--- src/rtl/ib_ram_page_loader_pkg.sv ---
// Shared definitions for the IB-RAM wrapper: loader FSM encoding and LUT page geometry.
package ib_ram_page_loader_pkg;

  localparam logic [1:0] IDLE = 2'd0;
  localparam logic [1:0] LOAD = 2'd1;
  localparam logic [1:0] FIN  = 2'd2;

  typedef enum logic [1:0] {
    S_IDLE = IDLE,
    S_LOAD = LOAD,
    S_FIN  = FIN
  } ldr_state_e;

  // Page index width is what remains of the RAM address after the frame-select MSBs.
  function automatic int calc_page_w(input int entry_addr, input int multi_frame_num);
    return entry_addr - $clog2(multi_frame_num);
  endfunction

  function automatic int calc_page_num(input int entry_addr, input int multi_frame_num);
    return 1 << calc_page_w(entry_addr, multi_frame_num);
  endfunction

endpackage

--- src/rtl/ib_ram_page_loader.sv ---
// Loads one frame of LUT pages into the inactive multi-frame half of the IB-CNU LUT RAMs
// and counts completed loads (one per decoding iteration).
module ib_ram_page_loader
  import ib_ram_page_loader_pkg::*;
#(
  parameter int ENTRY_ADDR      = 4,
  parameter int MULTI_FRAME_NUM = 2,
  parameter int BANK_NUM        = 2,
  parameter int LUT_PORT_SIZE   = 2,
  parameter int ITER_MAX        = 10,
  localparam int FRAME_W        = $clog2(MULTI_FRAME_NUM),
  localparam int DATA_W         = LUT_PORT_SIZE * BANK_NUM,
  localparam int ITER_W         = $clog2(ITER_MAX + 1)
) (
  input  logic                  write_clk,
  input  logic                  rstn,
  input  logic                  start,
  input  logic [FRAME_W-1:0]    frame_sel,
  input  logic                  abort,
  input  logic [DATA_W-1:0]     in_data,
  input  logic                  in_valid,
  output logic                  in_ready,
  output logic [ENTRY_ADDR-1:0] page_addr_ram,
  output logic [DATA_W-1:0]     ram_write_data,
  output logic                  ib_ram_we,
  output logic                  busy,
  output logic                  done,
  output logic [ITER_W-1:0]     iter_cnt
);

  localparam int PAGE_W   = calc_page_w(ENTRY_ADDR, MULTI_FRAME_NUM);
  localparam int PAGE_NUM = calc_page_num(ENTRY_ADDR, MULTI_FRAME_NUM);

  // Handshake: a beat transfers on any edge where in_valid && in_ready. in_ready is
  // purely a function of state, so the source may not wait for it to commit a beat.
  ldr_state_e               state_q, state_d;
  logic [PAGE_W-1:0]        page_cnt_q, page_cnt_d;
  logic [FRAME_W-1:0]       frame_q, frame_d;
  logic [ENTRY_ADDR-1:0]    addr_q, addr_d;
  logic [DATA_W-1:0]        data_q, data_d;
  logic                     we_q, we_d;
  logic                     done_q, done_d;
  logic [ITER_W-1:0]        iter_q, iter_d;
  logic                     hs;

  assign in_ready = (state_q == S_LOAD);
  assign hs       = in_valid & in_ready;

  always_comb begin
    state_d    = state_q;
    page_cnt_d = page_cnt_q;
    frame_d    = frame_q;
    addr_d     = addr_q;
    data_d     = data_q;
    we_d       = 1'b0;
    done_d     = 1'b0;
    iter_d     = iter_q;
    // abort wins over everything, including a beat accepted in the same cycle.
    if (abort) begin
      state_d    = S_IDLE;
      page_cnt_d = '0;
    end else begin
      case (state_q)
        S_IDLE: begin
          if (start) begin
            state_d    = S_LOAD;
            frame_d    = frame_sel;
            page_cnt_d = '0;
          end
        end
        S_LOAD: begin
          if (hs) begin
            data_d     = in_data;
            addr_d     = {frame_q, page_cnt_q};
            we_d       = 1'b1;
            page_cnt_d = page_cnt_q + PAGE_W'(1);
            if (page_cnt_q == PAGE_W'(PAGE_NUM - 1)) begin
              state_d    = S_FIN;
              page_cnt_d = '0;
            end
          end
        end
        S_FIN: begin
          state_d = S_IDLE;
          done_d  = 1'b1;
          iter_d  = (iter_q == ITER_W'(ITER_MAX - 1)) ? '0 : iter_q + ITER_W'(1);
        end
        default: state_d = S_IDLE;
      endcase
    end
  end

  always_ff @(posedge write_clk) begin
    if (!rstn) begin
      state_q    <= S_IDLE;
      page_cnt_q <= '0;
      frame_q    <= '0;
      addr_q     <= '0;
      data_q     <= '0;
      we_q       <= 1'b0;
      done_q     <= 1'b0;
      iter_q     <= '0;
    end else begin
      state_q    <= state_d;
      page_cnt_q <= page_cnt_d;
      frame_q    <= frame_d;
      addr_q     <= addr_d;
      data_q     <= data_d;
      we_q       <= we_d;
      done_q     <= done_d;
      iter_q     <= iter_d;
    end
  end

  assign page_addr_ram  = addr_q;
  assign ram_write_data = data_q;
  assign ib_ram_we      = we_q;
  assign busy           = (state_q != S_IDLE);
  assign done           = done_q;
  assign iter_cnt       = iter_q;

endmodule

--- config.mk ---
export PLATFORM = sky130hd
export DESIGN_NAME = ib_ram_page_loader
export DESIGN_NICKNAME = d
export VERILOG_FILES = /design/src/rtl/ib_ram_page_loader_pkg.sv /design/src/rtl/ib_ram_page_loader.sv
export SDC_FILE = /design/constraint.sdc
export NUM_CORES = 1
export LEC_CHECK = 0
export ABC_AREA = 1
export BUFFER_PORTS_ARGS = -buffer_cell sky130_fd_sc_hd__buf_4
export CAP_MARGIN = 30
export CORE_AREA = 2 2 46 48
export DETAILED_ROUTE_END_ITERATION = 8
export DIE_AREA = 0 0 48 50
export PLACE_DENSITY = 0.76
export RECOVER_POWER = 50
export SLEW_MARGIN = 10
export SYNTH_ARGS = -nofsm -noshare
export SYNTH_HDL_FRONTEND = slang
export SYNTH_SLANG_ARGS = --single-unit
--- constraint.sdc ---
create_clock -name write_clk -period 3.4 [get_ports write_clk]
set_clock_uncertainty 0.15 [all_clocks]
set_input_delay 0.51 -clock write_clk [delete_from_list [all_inputs] [get_ports write_clk]]
set_output_delay 0.51 -clock write_clk [all_outputs]
set_load 0.01 [all_outputs]
==> flow_results.org, run 1 <==
** Status
- The flow ran to the end, and the final reports show no timing, DRC or antenna violations.

** Timing
- Post-route worst hold slack :: 0.342 ns
- Count of pins over their slew limit :: 0
- The worst path uses 50.1% of the clock period.
- For the pin with the worst max-slew slack, the measured transition is 0.665 ns.
- Headroom to the max-slew limit came out at 55.5%.
- Setup violations remaining at the end of the flow were counted as 0.
- The number of hold violations in the final report came to 0.
- Setup repair after global routing left no endpoint under its margin.
- Post-layout min period :: 1.70 ns
- Total negative setup slack :: 0 ns
- Based on the critical path, the design can be clocked at up to 587 MHz.

** Floorplan
- For this design the top-level I/O count stands at 26.
- For this configuration, the core starts out at a cell density of 49.3%.
- In this run the vertical extent of the chip is 50 um.
- Std-Cell Rows :: 16
- Chip Width :: 48 um
- Placeable Area :: 1900 um^2
- Die ar. :: 2400 um^2

** Final layout
- Commonest non-fill, non-tap cells in the layout :: sky130_fd_sc_hd__nand2_1, sky130_fd_sc_hd__nor2_1, sky130_fd_sc_hd__buf_4, sky130_fd_sc_hd__dfxtp_1, sky130_fd_sc_hd__inv_1
- The post-route netlist has 22.6% of its cells at a drive strength greater than 1.
- 0 antenna diodes ended up in the layout.
- For this run, the post-layout net count is 168.
- After filler insertion, the fill cell instance count of the layout stands at 196.
- Synth-to-layout area growth :: 23.4%

** Power
- Peak VDD IR :: 228 uV
- Power density of the placed cells :: 371 nW/um^2
- Leakage power :: 0.563 nW

** Global routing
- The number of antenna violations at the first check in global routing was 0.
- Vias in the first global route :: 736
- Summed over all layers, the global routing overflow is 0.
- The first global-routing pass estimated 3100 um of wire.
- GRT Total Usage :: 17.7%
- Entering global routing, the biggest net connects 15 pins.

** Setup path
- Critical Path Sink Type :: output pin
- Critical path data required time :: 2.74 ns
- Of all nets on the critical path, the largest fanout is 4.
- Critical path cell sequence :: inv_1 -> nand2_1 -> buf_4
- Crit Path Category :: flop to output pin
- The worst register-to-register path has a setup slack of 1.77 ns.
- The critical path ends at busy.
- FF-to-FF path depth :: 5
- The worst setup path is launched from a flop.
- Counting buffers and inverters, the worst setup path is 3 cells deep.
- Slowest stage cell, crit path :: sky130_fd_sc_hd__dfxtp_1
- Startpoint of the lowest-slack register-to-register path :: state_q[1]
- For the worst setup path, the data arrival time is 1.04 ns.
- The endpoint identified for the worst register-to-register timing path is state_q[1].
- Largest delay contributor family on the critical path :: flip-flops
- The most critical setup path has its startpoint at state_q[1].
- The number of buffers and inverters on the critical path is 2.
- Delay contributed by the slowest stage of the critical path :: 0.46 ns

** Routing
- For this run, the detailed router's first-pass iteration total came to 4.
- For this run, design rule violations remaining after detail routing come to 0.
- The count of nets left with antenna violations once routing finished came out at 0.
- Dividing the detail-routed via count by the number of cells gives 4.85.
- The routed layout has 882 vias.
- After detailed routing, the average wire length per cell comes to 10.6 um.
- Summed over all layers, the routed wires come to 1940 um.
- First-iteration detailed-routing DRC count :: 12

** Clock tree
- After clock tree synthesis, the clock-pin slew on the worst setup and hold paths is 0.12 ns.
- Total of hold buffers inserted after clock tree synthesis :: 0
- Clk buf depth :: 2
- Once the clock tree was built, the resizer swapped 0 gates to a different size.
- The tree built by TritonCTS fans out to 20 sinks.
- H-tree level count :: 1
- Clock latency on the worst-skew pair, taken at its later pin, is 0.30 ns.
- Clock tree synthesis inserted a total of 3 buffers.
- The number of setup buffers added after CTS is 0.
- CTS placed an instance of sky130_fd_sc_hd__clkbuf_4 at the clock tree root.
- Clock tree from TritonCTS :: built

** Synth
- Distinct cell type count after synthesis :: 19
- Sequential area share after synthesis :: 42.7%
- Avg Synthesized Cell Area :: 7.38 um^2
- Primary FF master, synth :: sky130_fd_sc_hd__dfxtp_1
- Flip-flop and latch count after synthesis :: 20
- The synthesized design contains 0 enable-type register cells.
- Summing every instance area after synthesis gives 937 um^2.
- Post-Syn Nets :: 139
- Count of warnings emitted by yosys :: 0
- For this run, asynchronously set or reset flops after synthesis account for 0%.
- Cell count after synthesis :: 127

** Placement
- Weighted congestion at the end of routability-driven global placement :: 0.817
- Input and output buffers added on the ports amount to 25.
- Once detailed placement completed, the half-perimeter wirelength came to 1490 um.

** Min path
- The min-delay analysis places its worst path in the category flop to flop.

** Flow run
- The tool flagged a number of max-cap violations equal to 0.
-- worst register-to-register path: stages, from the launching register on --
cell                      delay (ns)
sky130_fd_sc_hd__dfxtp_1        0.39
sky130_fd_sc_hd__inv_1          0.11
sky130_fd_sc_hd__nand2_1        0.08
sky130_fd_sc_hd__nor2_1         0.52
sky130_fd_sc_hd__nand2_1        0.15
sky130_fd_sc_hd__nor3_1         0.17
-- metal layers --
| metal | vias up | track usage, % | share of wire, % |
|---|---|---|---|
| met2 | 26 | 28.2 | 49 |
| met1 | 399 | 22.2 | 45 |
| met5 | - | 0 | 0 |
| li1 | 453 | - | - |
| met4 | 0 | 7.21 | 1.7 |
| met3 | 4 | 3.66 | 4.3 |
-- final cells by class --
type / instances / area (um^2) / area share, %
flip-flops and latches: 20 / 400 / 34.6
multi-input cells: 91 / 443 / 38.3
repair buffers: 25 / 184 / 15.9
clock buffers: 4 / 36.3 / 3.14
well taps: 27 / 33.8 / 2.92
inverters: 15 / 58.8 / 5.09
-- worst min path at each step --
stage,start,slack (ns),end,depth (start not counted)
2_1_floorplan,frame_q,0.30,frame_q,2
3_3_place_gp,frame_q,0.30,frame_q,2
3_5_place_dp,page_addr_ram[3],0.32,page_addr_ram[3],2
4_1_cts,frame_q,0.34,frame_q,2
5_1_grt,in_data[3],0.35,ram_write_data[3],4
6_report,page_addr_ram[1],0.34,page_addr_ram[1],2
-- power by group --
group / internal, W / total (W) / switching, W / leakage (nW)
clock network: 0.0000652 / 0.000138 / 0.0000730 / 0.0210
logic: 0.0000207 / 0.0000489 / 0.0000282 / 0.380
registers: 0.000239 / 0.000241 / 0.00000239 / 0.162
total: 0.000325 / 0.000429 / 0.000104 / 0.563
-- per-stage QoR --
step                      total power [W]  instances  util (%)  area (um^2)  setup slack (ns)
after floorplan                  0.000276        127         -          937              2.15
final                            0.000429        182      60.8         1160              1.70
after detailed placement         0.000299        178      60.7         1150              1.99
after CTS                        0.000437        182      62.6         1190              1.67
after global placement           0.000296        178      60.7         1150              2.03
after global routing             0.000449        182      60.8         1160              1.63
-- cells in the mapped netlist (2+ instances only) --
master	instances	area (um^2)
sky130_fd_sc_hd__nor2_1	28	105
sky130_fd_sc_hd__a21oi_1	4	20.0
sky130_fd_sc_hd__inv_2	2	7.51
sky130_fd_sc_hd__nand3_1	11	55.1
sky130_fd_sc_hd__nor2_4	3	33.8
sky130_fd_sc_hd__nand2_2	3	18.8
sky130_fd_sc_hd__nand2_1	28	105
sky130_fd_sc_hd__ha_1	2	25.0
sky130_fd_sc_hd__nand3b_1	6	45.0
sky130_fd_sc_hd__inv_1	12	45.0
sky130_fd_sc_hd__dfxtp_1	20	400
-- registers in the layout, summed over array words and instances, names as in the netlist --
name	count
ram_write_data	4
done	1
page_cnt_q	3
state_q	2
iter_cnt	4
ib_ram_we	1
frame_q	1
page_addr_ram	4
-- kinds of logic after synthesis --
| group | count (synthesis) | synth area share, % |
|---|---|---|
| AND/OR/NAND/NOR | 83 | 44.2 |
| adder cells (fa/ha/maj) | 2 | 2.67 |
| AO/OA/AOI/OAI | 6 | 3.60 |
| flip-flops | 20 | 42.7 |
| buffers and inverters | 16 | 6.81 |
(Power assumes the default switching activity.)
==> run 2: changes to the inputs <==
--- a/config.mk
+++ b/config.mk
@@ -5,13 +5,13 @@
 export SDC_FILE = /design/constraint.sdc
 export NUM_CORES = 1
 export LEC_CHECK = 0
-export ABC_AREA = 1
+export ABC_AREA = 0
 export BUFFER_PORTS_ARGS = -buffer_cell sky130_fd_sc_hd__buf_4
 export CAP_MARGIN = 30
-export CORE_AREA = 2 2 46 48
+export CORE_AREA = 2 2 47 49
 export DETAILED_ROUTE_END_ITERATION = 8
-export DIE_AREA = 0 0 48 50
-export PLACE_DENSITY = 0.76
+export DIE_AREA = 0 0 49 51
+export PLACE_DENSITY = 0.73
 export RECOVER_POWER = 50
 export SLEW_MARGIN = 10
 export SYNTH_ARGS = -nofsm -noshare
==> constraint.sdc (replaced) <==
create_clock -name write_clk -period 1.6 [get_ports write_clk]
set_clock_uncertainty 0.15 [all_clocks]
set_input_delay 0.24 -clock write_clk [delete_from_list [all_inputs] [get_ports write_clk]]
set_output_delay 0.24 -clock write_clk [all_outputs]
set_load 0.01 [all_outputs]
==> run 2 against run 1 <==
Global-route usage shrank 2.8 points. Critical path depth fell by 1. Die area grew 4.1%. Clock-buffer cell count is 1 lower. Largest power group unchanged. Largest cell class unchanged. Clock power rose to 3.0 times the previous value. Sequential power is 110% higher. Routed wire length decreased by 12%. Synthesized cell count decreased by 35%. Power rose by 130%. Sequential cell count unchanged. Highest routed layer unchanged. Combinational power is 33% higher.
==> flow_results.org, run 2 <==
** Status
- Run status :: completed

** Setup path
- The critical path data arrival time is 1.12 ns (+0.08 ns).
- STA classifies the critical path endpoint as an output pin.
- The maximum fanout along the worst path came to 11 (+7).
- The worst setup path is launched from a flop.
- The critical path is of the flop to output pin type.
- The critical path required time came to 1.21 ns (-1.53 ns).

** Floorplan
- The starting density of the core was 45.1% (-4.2 points).
- The area of the die is 2500 um^2 (+4.1%).
- Top Ports :: 26 (unchanged)
- Std-Cell Rows :: 17 (+1)
- Placeable Area :: 2060 um^2 (+8.5%)
- The width of the die came to 49 um (+2.1%).
- Chip height :: 51 um (+2.0%)

** Timing
- Setup repair after global routing left no endpoint under its margin.
- Slew at the pin closest to its max-slew limit :: 0.381 ns (-0.284 ns)
- In the finished design, the share of the clock period the worst path needs comes to 94.2%.
- Post-layout min period :: 1.51 ns
- The relative slew slack is 74.3% (+19 points).
- Maximum operating frequency :: 663 MHz
- Number of hold violations in the final report :: 0 (unchanged)
- The setup TNS after final layout was 0 ns (unchanged).
- Count of pins over their slew limit :: 0 (unchanged)
- Post-route worst hold slack :: 0.0416 ns (-0.300 ns)
- Total of endpoints with negative setup slack in the final report :: 0 (unchanged)

** Power
- The power per cell area came to 881 nW/um^2 (+140%).
- The static leakage came to 0.426 nW (-24%).
- Peak VDD IR :: 637 uV (+180%)

** Placement
- The weighted congestion reported at the end of routability-driven placement is 0.722 (-12%).
- Dpl cell area :: 1110 um^2 (-4.0%)
- Count of buffers inserted at the top-level ports :: 25 (unchanged)
- The detailed placer's ending HPWL is 1190 um (-20%).

** Synth
- The sequential cell area fraction in the yosys report is 43.0% (+0.29 points).
- The number of flip-flops and latches in the synthesized netlist was 20 (unchanged).
- Post-synth EDFFs :: 0 (unchanged)
- Share of async-settable or async-resettable flops after synthesis :: 0% (unchanged)
- Yosys top cell by area :: sky130_fd_sc_hd__dfxtp_1
- Netlist Area Pre-Place :: 931 um^2 (-0.67%)
- The fraction of post-synthesis cell area in the top cell type by area came to 43.0% (+0.29 points).
- Count of warnings emitted by yosys :: 0 (unchanged)
- Most frequent cells after synthesis :: sky130_fd_sc_hd__dfxtp_1, sky130_fd_sc_hd__mux2i_1, sky130_fd_sc_hd__nor2b_1
- In the synthesized netlist the dominant register cell turns out to be sky130_fd_sc_hd__dfxtp_1.
- The net count after synthesis was 95 (-32%).
- Cell count after synthesis :: 83 (-35%)
- By instance count, the leading cell after synthesis is sky130_fd_sc_hd__dfxtp_1.
- Distinct cell type count after synthesis :: 31 (+12)
- Avg Synthesized Cell Area :: 11.2 um^2 (+52%)
- Synth area leaders :: sky130_fd_sc_hd__dfxtp_1, sky130_fd_sc_hd__mux2i_1, sky130_fd_sc_hd__nor2b_1, sky130_fd_sc_hd__nor3b_1, sky130_fd_sc_hd__nand4bb_4

** Global routing
- Maximum number of pins on one net before global-route repair :: 20 (+5)
- Initial antenna violation count :: 0 (unchanged)
- The total routing usage reported by global routing came to 14.8% (-2.8 points).
- Vias in the first global route :: 658 (-11%)
- The global-route wire length before repair is 2860 um (-7.6%).
- The residual overflow from global routing came to 0 (unchanged).

** Routing
- Total via count in the routed design :: 686 (-22%)
- The detail-routed net length per standard cell was 12.5 um (+18%).
- The number of nets with antenna violations after detailed routing was 0 (unchanged).
- The number of optimization iterations in the first detailed-route pass was 4 (unchanged).
- Final routed wirelength across all metal layers :: 1700 um (-12%)
- The per-cell via count in the routed design is 5.04 (+4.1%).
- The DRC violation count after routing is 0 (unchanged).
- The number of design-rule violations left by the first detailed-router iteration is 5 (-7).

** Final layout
- Fraction of layout instances using a drive strength above 1 :: 24.1% (+1.5 points)
- The summed area of non-filler cells in the final layout is 1120 um^2 (-3.5%).
- Commonest non-fill, non-tap cells in the layout :: sky130_fd_sc_hd__dfxtp_1, sky130_fd_sc_hd__buf_4, sky130_fd_sc_hd__mux2i_1, sky130_fd_sc_hd__clkbuf_1, sky130_fd_sc_hd__nor2b_1
- Compared with the post-synthesis result, the final layout area differs by 19.9%.
- The antenna cell count was 0 (unchanged).
- The final-stage net count is 121 (-28%).
- Leaving out fill and tap cells, the most frequent cell in the layout is sky130_fd_sc_hd__dfxtp_1.

** Clock tree
- The clock sink count was 20 (unchanged).
- In this run the clock root is driven by a sky130_fd_sc_hd__clkbuf_4.
- Clock tree from TritonCTS :: built
- Post-CTS setup buffers :: 0 (unchanged)
- The clock edge transition at the registers on the reported setup and hold paths is 0.12 ns (about the same).
- Number of buffers added by the clock tree synthesis step :: 3 (unchanged)
- The count of hold buffers inserted by post-cts repair is 0 (unchanged).
- H-tree level count :: 1 (unchanged)
- Clock Latency Late Sink :: 0.30 ns (about the same)
- Clk buf depth :: 2 (unchanged)

** Flow run
- Number of max-cap violations :: 0 (unchanged)

** Min path
- Worst min-delay path class :: primary input to flop
-- run 2: through the flow --
stage	total power, W	setup slack, ns	util [%]	instances
floorplan	0.000557	0.258	-	83
finish	0.000983	0.0920	54.1	136
global placement	0.000585	0.133	53.7	132
CTS	0.000997	0.0158	56.3	136
detailed placement	0.000586	0.0958	53.7	132
global route	0.00102	0.0114	54.1	136
-- run 2: area by class of cell --
| class | count | area [um^2] |
|---|---|---|
| multi-input cells | 59 | 483 |
| well taps | 28 | 35.0 |
| clock buffers | 3 | 22.5 |
| fillers | 219 | 947 |
| repair buffers | 25 | 143 |
| clock inverters | 1 | 30.0 |
| flip-flops and latches | 20 | 403 |
-- run 2: path summary, 6_finish.rpt --
kind / start / slack, ns / end / depth (start not counted)
worst max-delay path: state_q[0] / 0.09 / busy / 2
worst min register to register: page_cnt_q[1] / 0.36 / page_cnt_q[1] / 2
worst min-delay path: frame_sel / 0.04 / frame_q / 3
worst max register to register: page_cnt_q[0] / 0.13 / page_cnt_q[0] / 5
-- run 2: cell families after synthesis --
logic type / after synthesis / share of synthesized area, %
buffers and inverters: 4 / 4.97
and+or+nand+nor: 37 / 30.2
adders and majority gates: 2 / 2.69
AOI/OAI and AO/OA: 7 / 5.24
DFF: 20 / 43.0
xor gates and xnor gates: 1 / 0.941
muxes: 12 / 12.9
-- run 2: critical path, cell delays in order (launching register included) --
cell                      delay, ns
sky130_fd_sc_hd__dfxtp_2       0.39
sky130_fd_sc_hd__or2_2         0.30
sky130_fd_sc_hd__buf_4         0.14
-- run 2: power breakdown --
group,switching (W),leakage [nW],internal (W)
clock,0.000157,0.0279,0.000253
sequential,0.00000482,0.162,0.000503
combinational,0.0000270,0.236,0.0000381
total,0.000189,0.426,0.000794
-- run 2: repair_timing --
item	CTS	global route
gates resized for setup	1	2
endpoints found under the setup margin	1	7
pin swaps	0	0
-- run 2: metal layers --
metal	share of wire (%)	GRT usage, %	vias up
li1	-	-	345
met1	43	16.6	325
met2	53	26.5	14
met3	3.1	2.63	2
met4	0.82	8.57	0
met5	0	0	-
==> run 3: changes to the inputs <==
--- a/config.mk
+++ b/config.mk
@@ -5,7 +5,7 @@
 export SDC_FILE = /design/constraint.sdc
 export NUM_CORES = 1
 export LEC_CHECK = 0
-export ABC_AREA = 0
+export ABC_AREA = 1
 export BUFFER_PORTS_ARGS = -buffer_cell sky130_fd_sc_hd__buf_4
 export CAP_MARGIN = 30
 export CORE_AREA = 2 2 47 49
==> run 3 against run 2 <==
Sequential share of layout area fell by 0.74 points. Register-to-register slack improved by 0.18 ns. Critical endpoint is now in_ready. Highest routed layer unchanged. Sequential power rose by 1%. Hold slack improved by 0.044 ns. Largest power group unchanged.
==> flow_results.org, run 3 (synthesis results as in run 1) <==
** Clock tree
- Clk buf depth :: 2 (unchanged)
- Number of buffers added by the clock tree synthesis step :: 3 (unchanged)
- The clock edge transition at the registers on the reported setup and hold paths is 0.12 ns (about the same).
- The count of H-tree levels built during CTS was 1 (unchanged).
- Post-CTS setup buffers :: 0 (unchanged)
- The clock insertion delay at the later pin of the skew report is 0.30 ns (about the same).
- Root cell of the clock tree :: sky130_fd_sc_hd__clkbuf_4
- Post-cts resize count :: 0 (-1)
- Total of hold buffers inserted after clock tree synthesis :: 0 (unchanged)
- The clock sink count is 20 (unchanged).
- TritonCTS built the clock tree.

** Floorplan
- The starting density of the core was 45.4% (+0.30 points).
- The width of the die is 49 um (unchanged).
- Die ar. :: 2500 um^2 (unchanged)
- Chip height :: 51 um (unchanged)
- Top Ports :: 26 (unchanged)
- Placeable Area :: 2060 um^2 (unchanged)
- Std-Cell Rows :: 17 (unchanged)

** Global routing
- The residual overflow from global routing was 0 (unchanged).
- The via count of the first global-routing pass came to 754 (+15%).
- M2 GR Usage :: 25.8% (-0.68 points)
- The number of antenna violations at the first check in global routing was 0 (unchanged).
- Met3 track demand over resource in global routing :: 2.63% (unchanged)
- Busiest grt layer :: met2
- The pin count of the biggest net entering global routing is 15 (-25%).
- GRT Total Usage :: 15.9% (+1.1 points)
- First-pass GRT wire length :: 3060 um (+7.0%)
- Global routing met1 resource utilization :: 20.0% (+3.4 points)

** Final layout
- The share of layout cells above drive strength 1 was 17.4% (-6.7 points).
- Antenna diodes :: 0 (unchanged)
- The area growth from synthesis to layout is 20.8%.
- Commonest non-fill, non-tap cells in the layout :: sky130_fd_sc_hd__nand2_1, sky130_fd_sc_hd__nor2_1, sky130_fd_sc_hd__dfxtp_1, sky130_fd_sc_hd__clkbuf_1
- Multi-input logic area :: 463 um^2 (-4.1%)
- The final core utilization is 54.9% (+0.79 points).
- The sequential cell area in the final layout was 400 um^2 (-0.62%).
- The summed area of non-filler cells in the final layout is 1130 um^2 (+1.5%).
- Leaving out fill and tap cells, the most frequent cell in the layout is sky130_fd_sc_hd__nand2_1.
- The number of fill cells in the layout came to 225 (+2.7%).
- Number of nets in the layout :: 168 (+39%)

** Routing
- The routed wire length came to 1770 um (+4.1%).
- The number of design-rule violations left by the first detailed-router iteration is 9 (+4).
- Via-to-Cell Ratio :: 4.62 (-8.5%)
- Number of detailed-routing iterations run before antenna repair :: 4 (unchanged)
- Count of unresolved DRC violations after routing :: 0 (unchanged)
- The total vias in the final route was 845 (+23%).
- The number of nets with antenna violations after detailed routing is 0 (unchanged).
- The detail-routed net length per standard cell is 9.68 um (-23%).

** Timing
- Post-route worst hold slack :: 0.0859 ns (+0.0443 ns)
- The setup TNS after final layout was 0 ns (unchanged).
- Worst slew margin relative to its limit :: 83.4% (+9.2 points)
- The count of final max-slew check failures was 0 (unchanged).
- Number of hold violations in the final report :: 0 (unchanged)
- The count of final setup violators is 0 (unchanged).
- Post-layout min period :: 1.41 ns (-0.0994 ns)
- Setup repair after global routing missed its margin :: no
- Slew at the pin closest to its max-slew limit :: 0.248 ns (-0.133 ns)
- The post-route clock period utilization came to 88.0% (-6.2 points).
- Maximum operating frequency :: 710 MHz (+7.1%)

** Setup path
- Critical path data required time :: 1.21 ns (about the same)
- The largest stage delay on the critical path was 0.38 ns (about the same).
- The signal on the critical path passes through inv_2 -> nor2_4 -> buf_4.
- STA classifies the critical path endpoint as an output pin.
- Kind of start point of the critical path :: flop
- The slowest stage of the critical path belongs to the cell sky130_fd_sc_hd__dfxtp_1.
- The maximum fanout along the worst path came to 5 (-6).
- The critical path data arrival time was 1.02 ns (-0.10 ns).
- The critical path in this run is classified as flop to output pin.

** Min path
- Worst min-delay path class :: primary input to flop

** Power
- The total power came to 0.000906 W (-7.8%).
- Peak VDD IR :: 347 uV (-45%)
- Power density of the placed cells :: 800 nW/um^2 (-9.2%)
- Leakage power :: 0.511 nW (+20%)

** Flow run
- The max-cap violation count was 0 (unchanged).

** Placement
- Dpl cell area :: 1150 um^2 (+4.3%)
- The count of input and output buffers came to 25 (unchanged).
- The weighted congestion reported at the end of routability-driven placement came to 0.756 (+4.8%).
- Half-perimeter wire length after detailed placement :: 1340 um (+13%)

** Status
- The run finished with clean final reports.
## run 3: final timing paths
| check | from | endpoint | slack, ns | cells after the start |
|---|---|---|---|---|
| setup / recovery | state_q[0] | in_ready | 0.19 | 3 |
| hold / removal | frame_sel | frame_q | 0.09 | 5 |
| setup reg to reg | page_cnt_q[0] | page_cnt_q[1] | 0.31 | 7 |
| hold reg to reg | frame_q | frame_q | 0.34 | 2 |
## run 3: cell type report
class | count | share of cell area [%]
flip-flops and latches | 20 | 35.4
inverters | 15 | 5.19
repair buffers | 25 | 12.3
clock buffers | 4 | 3.20
well taps | 28 | 3.09
multi-input cells | 91 | 40.9
## run 3: metal layers
metal | wire [um] | part of all wire (%)
met1 | 836 | 47
met2 | 831 | 47
met3 | 84 | 4.7
met5 | 0 | 0
met4 | 17 | 0.96
## run 3: per-stage QoR
stage / cells / worst slack (ns)
3_3_place_gp: 179 / 0.379
4_1_cts: 183 / 0.170
3_5_place_dp: 179 / 0.327
2_1_floorplan: 127 / 0.409
6_report: 183 / 0.191
5_1_grt: 183 / 0.125
## run 3: power breakdown
group / switching (W) / internal [W]
clock: 0.000153 / 0.000139
sequential: 0.00000506 / 0.000508
combinational: 0.0000594 / 0.0000420
total: 0.000217 / 0.000688
## run 3: worst max-delay path, delay by kind of cell, from the launching register on
kind	cells	cell delay, ns
buffers and inverters	2	0.22
DFF	1	0.38
and+or+nand+nor	1	0.13
